### config.mk
export PLATFORM = sky130hd
export DESIGN_NAME = integrador_pid
export DESIGN_NICKNAME = d
export VERILOG_FILES = /design/src/rtl/pid_pkg.sv /design/src/rtl/sumador_saturado.sv /design/src/rtl/integrador_pid.sv
export SDC_FILE = /design/constraint.sdc
export NUM_CORES = 1
export LEC_CHECK = 0
export ABC_AREA = 0
export BUFFER_PORTS_ARGS = -buffer_cell sky130_fd_sc_hd__clkbuf_2
export CORE_MARGIN = 2
export CORE_UTILIZATION = 55
export CTS_CLUSTER_SIZE = 28
export DETAILED_ROUTE_END_ITERATION = 10
export PLACE_DENSITY = 0.73
export SLEW_MARGIN = 20
export SYNTH_ARGS = -nofsm -noshare
export SYNTH_HDL_FRONTEND = slang
export SYNTH_HIERARCHICAL = 1
export SYNTH_SLANG_ARGS = --single-unit
### constraint.sdc
create_clock -name clk -period 9.2 [get_ports clk]
set_input_delay 1.38 -clock clk [delete_from_list [all_inputs] [get_ports clk]]
set_output_delay 1.38 -clock clk [all_outputs]
set_load 0.1 [all_outputs]
### src/rtl/pid_pkg.sv
// Shared definitions for the fixed-point PID datapath.
// Default widths and the signed single/double-width data types.
package pid_pkg;

    localparam int N_DEF    = 18;
    localparam int FRAC_DEF = 8;

    typedef logic signed [N_DEF-1:0]   dato_t;
    typedef logic signed [2*N_DEF-1:0] dato2_t;

endpackage

### src/rtl/sumador_saturado.sv
// Combinational accumulator adder with two-sided clamp for the integral term.
// The sum is formed one bit wider than the accumulator so it can never wrap.
module sumador_saturado
    import pid_pkg::*;
#(
    parameter int N    = N_DEF,
    parameter int FRAC = FRAC_DEF
) (
    input  logic [2*N-1:0] acc_i,
    input  logic [2*N-1:0] p_i,
    input  logic [N-1:0]   lim_hi_i,
    input  logic [N-1:0]   lim_lo_i,
    output logic [2*N-1:0] res_o,
    output logic           sat_o
);

    logic signed [2*N:0] sum;
    logic signed [2*N:0] hi;
    logic signed [2*N:0] lo;
    logic signed [2*N:0] c1;
    logic                sat_hi;
    logic                sat_lo;

    always_comb begin
        sum = $signed({acc_i[2*N-1], acc_i}) + $signed({p_i[2*N-1], p_i});
        hi  = $signed({{(N+1){lim_hi_i[N-1]}}, lim_hi_i}) <<< FRAC;
        lo  = $signed({{(N+1){lim_lo_i[N-1]}}, lim_lo_i}) <<< FRAC;

        // Upper clamp first, then lower, so an inverted pair resolves to LO.
        sat_hi = (sum > hi);
        c1     = sat_hi ? hi : sum;
        sat_lo = (c1 < lo);
        res_o  = sat_lo ? lo[2*N-1:0] : c1[2*N-1:0];
        sat_o  = sat_hi | sat_lo;
    end

endmodule

### src/rtl/integrador_pid.sv
// Integral term of the PID: ik = clamp(sum(ek*ki)) >> FRAC, three-stage pipeline.
// S1 registers the sample, S2 the product, S3 the clamped accumulator and outputs.
module integrador_pid
    import pid_pkg::*;
#(
    parameter int N    = N_DEF,
    parameter int FRAC = FRAC_DEF
) (
    input  logic         clk,
    input  logic         reset,
    input  logic [N-1:0] ek,
    input  logic         ek_valid,
    input  logic [N-1:0] ki,
    input  logic [N-1:0] lim_hi,
    input  logic [N-1:0] lim_lo,
    input  logic         hold,
    input  logic         clear,
    output logic [N-1:0] ik,
    output logic         ik_valid,
    output logic         ik_sat
);

    logic [N-1:0]   ek_q, ek_d;
    logic [N-1:0]   ki_q, ki_d;
    logic           v1_q, v1_d;
    logic [2*N-1:0] p_q, p_d;
    logic           v2_q, v2_d;
    logic [2*N-1:0] acc_q, acc_d;
    logic [N-1:0]   ik_q, ik_d;
    logic           ik_sat_q, ik_sat_d;
    logic           ik_valid_q, ik_valid_d;

    logic [2*N-1:0] clamped;
    logic           sat;

    sumador_saturado #(
        .N    (N),
        .FRAC (FRAC)
    ) u_sumador (
        .acc_i    (acc_q),
        .p_i      (p_q),
        .lim_hi_i (lim_hi),
        .lim_lo_i (lim_lo),
        .res_o    (clamped),
        .sat_o    (sat)
    );

    always_comb begin
        ek_d       = ek_q;
        ki_d       = ki_q;
        v1_d       = v1_q;
        p_d        = p_q;
        v2_d       = v2_q;
        acc_d      = acc_q;
        ik_d       = ik_q;
        ik_sat_d   = ik_sat_q;
        ik_valid_d = 1'b0;

        if (clear) begin
            v1_d     = 1'b0;
            v2_d     = 1'b0;
            acc_d    = '0;
            ik_d     = '0;
            ik_sat_d = 1'b0;
        end else begin
            v1_d = ek_valid;
            if (ek_valid) begin
                ek_d = ek;
                ki_d = ki;
            end
            v2_d = v1_q;
            // Operands sign-extended to 2N so the low 2N bits are the signed product.
            p_d  = $signed({{N{ek_q[N-1]}}, ek_q}) * $signed({{N{ki_q[N-1]}}, ki_q});
            ik_valid_d = v2_q;
            if (v2_q && !hold) begin
                acc_d    = clamped;
                ik_d     = clamped[FRAC+N-1:FRAC];
                ik_sat_d = sat;
            end
        end
    end

    always_ff @(posedge clk or posedge reset) begin
        if (reset) begin
            ek_q       <= '0;
            ki_q       <= '0;
            v1_q       <= 1'b0;
            p_q        <= '0;
            v2_q       <= 1'b0;
            acc_q      <= '0;
            ik_q       <= '0;
            ik_sat_q   <= 1'b0;
            ik_valid_q <= 1'b0;
        end else begin
            ek_q       <= ek_d;
            ki_q       <= ki_d;
            v1_q       <= v1_d;
            p_q        <= p_d;
            v2_q       <= v2_d;
            acc_q      <= acc_d;
            ik_q       <= ik_d;
            ik_sat_q   <= ik_sat_d;
            ik_valid_q <= ik_valid_d;
        end
    end

    assign ik       = ik_q;
    assign ik_valid = ik_valid_q;
    assign ik_sat   = ik_sat_q;

endmodule

==> results of run 1 <==
==> sequential cells by signal, summed over array words and instances (netlist names) <==
signal    cells
v1_q          1
ki_q         18
acc_q        36
ik_sat        1
v2_q          1
p_q          36
ek_q         18
ik_valid      1
==> metrics by stage <==
stage | cells | hold WS (ns) | util, %
global placement | 2825 | 0.4640 | 57.22
detailed placement | 2825 | 0.4766 | 57.22
CTS | 2841 | 0.4948 | 58.08
floorplan | 2324 | 0.4385 | -
global route | 2842 | 0.5185 | 58.14
finish | 2842 | 0.4882 | 58.14
==> worst paths after layout <==
| check | startpoint | depth (start not counted) | to | slack (ns) |
|---|---|---|---|---|
| worst max-delay path | acc_q[0] | 32 | acc_q[34] | 0.62 |
| worst min-delay path | p_q[0] | 2 | p_q[0] | 0.49 |
| worst max register to register | acc_q[0] | 32 | acc_q[34] | 0.62 |
| worst min register to register | p_q[0] | 2 | p_q[0] | 0.49 |
| max in group asynchronous | reset | 4 | p_q[7] | 7.05 |
| min in group asynchronous | reset | 2 | ki_q[15] | 1.01 |
==> routing by layer <==
layer / vias to the layer above / track usage [%]
met3: 41 / 4.003
met4: 0 / 4.623
met1: 8014 / 36.47
met2: 466 / 46.32
li1: 7324 / -
met5: - / 0
==> cell families after synthesis <==
family | Yosys count | share of synthesized area (%)
adders and majority gates | 516 | 43.07
DFF | 112 | 13.51
buffers and inverters | 568 | 10.86
xor gates and xnor gates | 56 | 2.365
and+or+nand+nor | 660 | 15.61
muxes | 76 | 4.289
AOI/OAI and AO/OA | 336 | 10.30
==> cells in the mapped netlist, types with 5 or more instances <==
master    number  share of area [%]
a211oi_1       6               0.22
a21o_1        26               0.94
a21oi_1      110                2.7
a31oi_1       21               0.63
and2_1       160                4.8
and3_1        13               0.39
buf_1          5              0.090
buf_4         19               0.69
buf_6          6               0.33
clkbuf_1      84                1.5
dfrtp_1      112                 14
fa_1         330                 32
ha_1         186                 11
inv_1        451                8.2
mux2_2        62                3.4
mux2_4        10               0.72
nand2_1      311                5.6
nand2b_1      11               0.33
nand3_1       27               0.65
nand4_1       18               0.54
nor2_1        40               0.72
nor2b_1       25               0.75
nor3_1        17               0.41
nor4_1         6               0.18
o211ai_1       7               0.25
o21a_1        15               0.54
o21ai_0       74                1.8
o21bai_1       8               0.29
o31ai_1       11               0.40
or3_1          7               0.21
xnor2_1       43                1.8
xor2_1        13               0.55
==> layout by cell type (no fill, tap or decap), types with 6 or more instances in the layout <==
cell type,netlist,routed
dfrtp_1,112,112
o21ai_0,74,74
inv_1,451,450
xnor2_1,43,43
nor2_1,40,40
o211ai_1,7,7
o31ai_1,11,11
nor2b_1,25,23
nand2b_1,11,11
mux2_2,62,62
a21oi_1,110,110
xor2_1,13,13
a21o_1,26,26
nand3_1,27,27
nor4_1,6,6
buf_4,19,12
or3_1,7,7
and2_1,160,160
o21a_1,15,15
clkbuf_16,0,9
a31oi_1,21,21
nor3_1,17,17
o21bai_1,8,8
mux2_4,10,10
clkbuf_2,0,95
ha_1,186,186
and3_1,13,13
a211oi_1,6,6
fa_1,330,330
nand4_1,18,18
nand2_1,311,310
==> layout make-up <==
class | count | area share (%)
clock buffers | 10 | 1.099
repair buffers | 108 | 2.693
multi-input cells | 1644 | 72.20
well taps | 511 | 2.940
flip-flops and latches | 112 | 12.89
inverters | 451 | 7.797
clock inverters | 6 | 0.3798
==> worst max-delay path, delay by kind of cell, from the launching register on <==
family	cells	cell delay, ns
fa+ha+maj	4	1.27
simple gates	11	2.65
flops	1	0.35
compound gates	13	3.02
mux	2	0.73
buf+inv	2	0.41
==> timing repair <==
item | 4_1_cts | 5_1_grt
setup endpoints to repair | 0 | 10
hold endpoints to repair | 0 | 0
hold buffers | 0 | 0
gates resized for setup | 0 | 2
==> summary.txt, run 1 <==
Worst setup path
  • Crit path largest cell delay: 0.56 ns
  • Crit path kind: reg2reg
  • CP Data Required Time: 9.44 ns
  • Crit-path max FO: 27
  • Startpoint types: flop
  • Slowest cell on the critical path: a2111oi_1
  • Critical Path AT: 8.82 ns
  • CP Capture Type: flop
  • Crit path top cell by count: ha_1

Clock network
  • Root Buffer: clkbuf_16
  • CTS tree: done
  • # Post-CTS Setup Buffers: 0
  • Clock sinks: 112
  • Num CTS Buffers: 9
  • H-Tree Depth: 3
  • Clock latency at the later pin of the worst-skew pair: around 0.38 ns
  • CTS clock-pin slew for the worst setup and hold paths: 0.09 ns
  • Clock tree buffer depth: 2

Route
  • Routed vias/inst: 5.575
  • Metal2 WL: 24730 um
  • Routed met3 length: 2836 um
  • Routed length per instance: 17.65 um
  • DR vias: 15850
  • Total Wirelength: 50170 um
  • Post-DRT Antenna Nets: 0
  • DRT iter0 DRCs: 1081
  • Top Metal Used: met4
  • DRC viols: 0
  • Met1 wire length: 22120 um
  • Pre-antenna DRT Iters: 7

Yosys
  • Post-synth net total: 2917
  • Ys flop type: dfrtp_1
  • Post-synthesis cell area: 0.02074 mm^2
  • Yosys warning count: 6
  • Post-synth EDFFs: 0
  • Seq/Total Area, Yosys: about 14%
  • Ys async rst share: 100.0%
  • Synth Register Bits: 112
  • Cell variety after synth: 80
  • Syn_area_per_cell: roughly 8.9 um^2
  • Post-Synthesis Cells: 2324

Place
  • IO buf count: 96
  • Post-DP HPWL: 40970 um
  • Routability cong.: 0.9454
  • Placed Area: 0.02140 mm^2
  • Dpl ws: 0.6541 ns

Global routing
  • Number of global-route vias before repair: approximately 16000
  • First-pass GRT wire length: 83240 um
  • Initial antenna violation count: 0
  • Largest net degree at the start of global routing: 75
  • Overall Global Routing Usage: 26.87%
  • Global route overflow: 0

Floorplanning
  • Initial Utilization: between 50% and 60%
  • Number of cell rows: 71
  • Die area: 0.03928 mm^2
  • Die width: about 200 um
  • Core ar.: 0.03740 mm^2
  • Die height: roughly 200 um
  • I/O pins: 97

Finish
  • Antenna diodes: 0
  • # fillers: between 3000 and 4000
  • Reg area: 0.002803 mm^2
  • Area growth syn-to-layout: 4.832%
  • Layout cells sized above 1: 9.653%
  • Final #Nets: a little under 3000
  • Area of the multi-input gates: about 0.016 mm^2
  • Final instance area: 0.02174 mm^2

STA
  • Worst Tran Pin Value: 0.9663 ns
  • Unrepaired setup endpoints after global routing: false
  • Final worst path period need: 8.584 ns
  • Tcrit/Tclk final: 93.30%
  • Setup TNS: 0 ns
  • Final WS setup: 0.6161 ns
  • Clock Skews: 0.01614 ns
  • Final setup fails: 0
  • Hold Vio Cnt, Final: 0
  • Slew headroom: about a third
  • F_max: approximately 120 MHz
  • Max Transition Viols Final: 0

Job
  • Max-capacitance violation count: 0

Run status
  • Outcome: completed

Hold path
  • Hold WC Path Type: reg2reg
Power of run 1 is not shown: default switching activity piles up to over one toggle a cycle in this logic, so the estimate is an artifact.
==> run 2, diff against run 1 <==
Settings changed: SYNTH_HIERARCHICAL 1 to unset.
==> run 2 against run 1 <==
Clock skew rose by 0.012 ns. Non-clock buffer count fell by 3. Via count fell by 7.2%. Worst hold slack got worse by 0.0039 ns. Largest cell class unchanged. Critical path type unchanged. Critical path depth fell by 2. Clock-buffer cell count rose by 1. Cell count fell by 8.1%.
==> summary.txt, run 2 <==
Global routing
  • GR peak layer: met2
  • Global route overflow: 0
  • GR Util met3: 4.341%
  • First-pass GRT wire length: 81680 um
  • Overall Global Routing Usage: a little over a quarter
  • Number of global-route vias before repair: 15700
  • Largest net degree at the start of global routing: 75
  • Initial antenna violation count: 1
  • GRT met2 Usage: ~45%
  • GRT met1 Usage: 38.07%

STA
  • Hold Vio Cnt, Final: 0
  • Clock Skews: 0.02816 ns
  • Slew headroom: between 30% and 40%
  • Final WS setup: 0.7776 ns
  • WHS: roughly 0.48 ns
  • Final worst path period need: approximately 8.4 ns
  • Setup TNS: 0 ns
  • Worst Tran Pin Value: around 0.91 ns
  • Tcrit/Tclk final: 91.55%
  • Max Transition Viols Final: 0
  • F_max: ~120 MHz
  • Unrepaired setup endpoints after global routing: false
  • Final setup fails: 0

Clock network
  • Clock sinks: between 100 and 150
  • Root Buffer: clkbuf_16
  • Clock latency at the later pin of the worst-skew pair: 0.40 ns
  • Clock tree buffer depth: 2
  • CTS tree: done
  • Hold buffers post-CTS: 0
  • Num CTS Buffers: 9
  • CTS clock-pin slew for the worst setup and hold paths: roughly 0.080 ns
  • Cts repair resizes: 0
  • # Post-CTS Setup Buffers: 0
  • H-Tree Depth: 3

Yosys
  • Ys flop type: dfrtp_1
  • Post-synth net total: 2737
  • Syn_area_per_cell: 9.201 um^2
  • Cell variety after synth: 74
  • Yosys warning count: 0
  • Cell with the most instances after synthesis: inv_1
  • Post-Synthesis Cells: ~2100
  • Synth top area share: 33.49%
  • Dominant cells by area after synthesis: fa_1 (33%), dfrtp_1 (14%), ha_1 (12%)
  • Area leader, netlist: fa_1
  • Ys async rst share: 100.0%
  • Seq/Total Area, Yosys: approximately 14%
  • Synth Register Bits: 112
  • Post-synth EDFFs: 0
  • Post-synth top cells: inv_1 (394), fa_1 (330), nand2_1 (308), ha_1 (186), and2_1 (121)
  • Post-synthesis cell area: 0.01973 mm^2

Worst setup path
  • Critical Path AT: 8.66 ns
  • Crit path kind: reg2reg
  • Crit-path max FO: 16
  • Crit path largest cell delay: 0.61 ns
  • CP Capture Type: flop
  • CP Data Required Time: 9.44 ns
  • Slowest cell on the critical path: o21a_1
  • Startpoint types: flop

Floorplanning
  • Die width: 193.4 um
  • Core ar.: 0.03548 mm^2
  • Number of cell rows: 69
  • Initial Utilization: 55.59%
  • Die height: 193.4 um
  • Die area: 0.03740 mm^2
  • I/O pins: 97

Finish
  • Final core utilization: 58.11%
  • Layout cells sized above 1: under 10%
  • Most frequent cells in the layout: inv_1 (393), fa_1 (330), nand2_1 (308)
  • Final #Nets: 2740
  • Area growth syn-to-layout: 4.522%
  • Biggest regs: acc_q (36), p_q (36)
  • Leading cell type in the layout, fill and taps excluded: inv_1

Place
  • IO buf count: 96
  • Dpl ws: 0.9179 ns
  • Post-DP HPWL: 39040 um
  • Routability cong.: 0.8933

Route
  • Routed length per instance: 18.84 um
  • DR vias: 14700
  • Pre-antenna DRT Iters: 5
  • DRT iter0 DRCs: 893
  • DRC viols: 0
  • Routed vias/inst: 5.626
  • Post-DRT Antenna Nets: 0
  • Total Wirelength: about 49000 um

Hold path
  • Hold WC Path Type: reg2reg

Job
  • Max-capacitance violation count: 0

Run status
  • Outcome: completed
-- run 2: worst max-delay path: cells and delay by family (launching register included) --
| kind | cells | cell delay (ns) |
|---|---|---|
| mux | 2 | 0.68 |
| flops | 1 | 0.41 |
| buf+inv | 2 | 0.48 |
| fa+ha+maj | 3 | 0.96 |
| xor+xnor | 1 | 0.29 |
| simple gates | 8 | 1.39 |
| compound gates | 14 | 4.05 |
-- run 2: final timing paths --
kind | start | cells after the start | to | slack [ns]
max reg2reg | acc_q[9] | 30 | acc_q[8] | 0.78
max in group asynchronous | reset | 3 | ek_q[8] | 6.77
max | acc_q[9] | 30 | acc_q[8] | 0.78
min in group asynchronous | reset | 2 | acc_q[25] | 1.08
min | acc_q[4] | 2 | acc_q[4] | 0.48
min reg2reg | acc_q[4] | 2 | acc_q[4] | 0.48
-- run 2: layout make-up --
type / instances / area, um^2
multi-input cells: 1525 / 14930
fillers: 3098 / 14860
repair buffers: 105 / 548.0
inverters: 394 / 1481
flip-flops and latches: 112 / 2803
clock buffers: 11 / 242.7
diodes: 1 / 2.502
clock inverters: 4 / 33.78
well taps: 461 / 576.8
-- run 2: cell families after synthesis --
kind of cell             Yosys count  share of synthesized area, %
AND/OR/NAND/NOR                  583                         14.09
adder cells (fa/ha/maj)          516                         45.29
buffers and inverters            507                         10.16
AO/OA/AOI/OAI                    290                         9.419
flip-flops                       112                         14.21
multiplexers                      70                         3.901
XOR/XNOR                          66                         2.930
-- run 2: layer usage --
| layer | share of wire (%) | wire length, um | up-vias |
|---|---|---|---|
| met1 | 44 | 21690 | 7419 |
| met3 | 6.5 | 3185 | 50 |
| met2 | 47 | 23340 | 502 |
| li1 | - | - | 6730 |
| met5 | 0 | 0 | - |
| met4 | 2.1 | 1015 | 0 |
-- run 2: metrics by stage --
step	instances	area [um^2]
after CTS	2612	20620
after global placement	2597	20340
after detailed placement	2597	20340
after floorplan	2144	19730
after global routing	2612	20620
final	2613	20620
Power of run 2 is left out for the same reason.
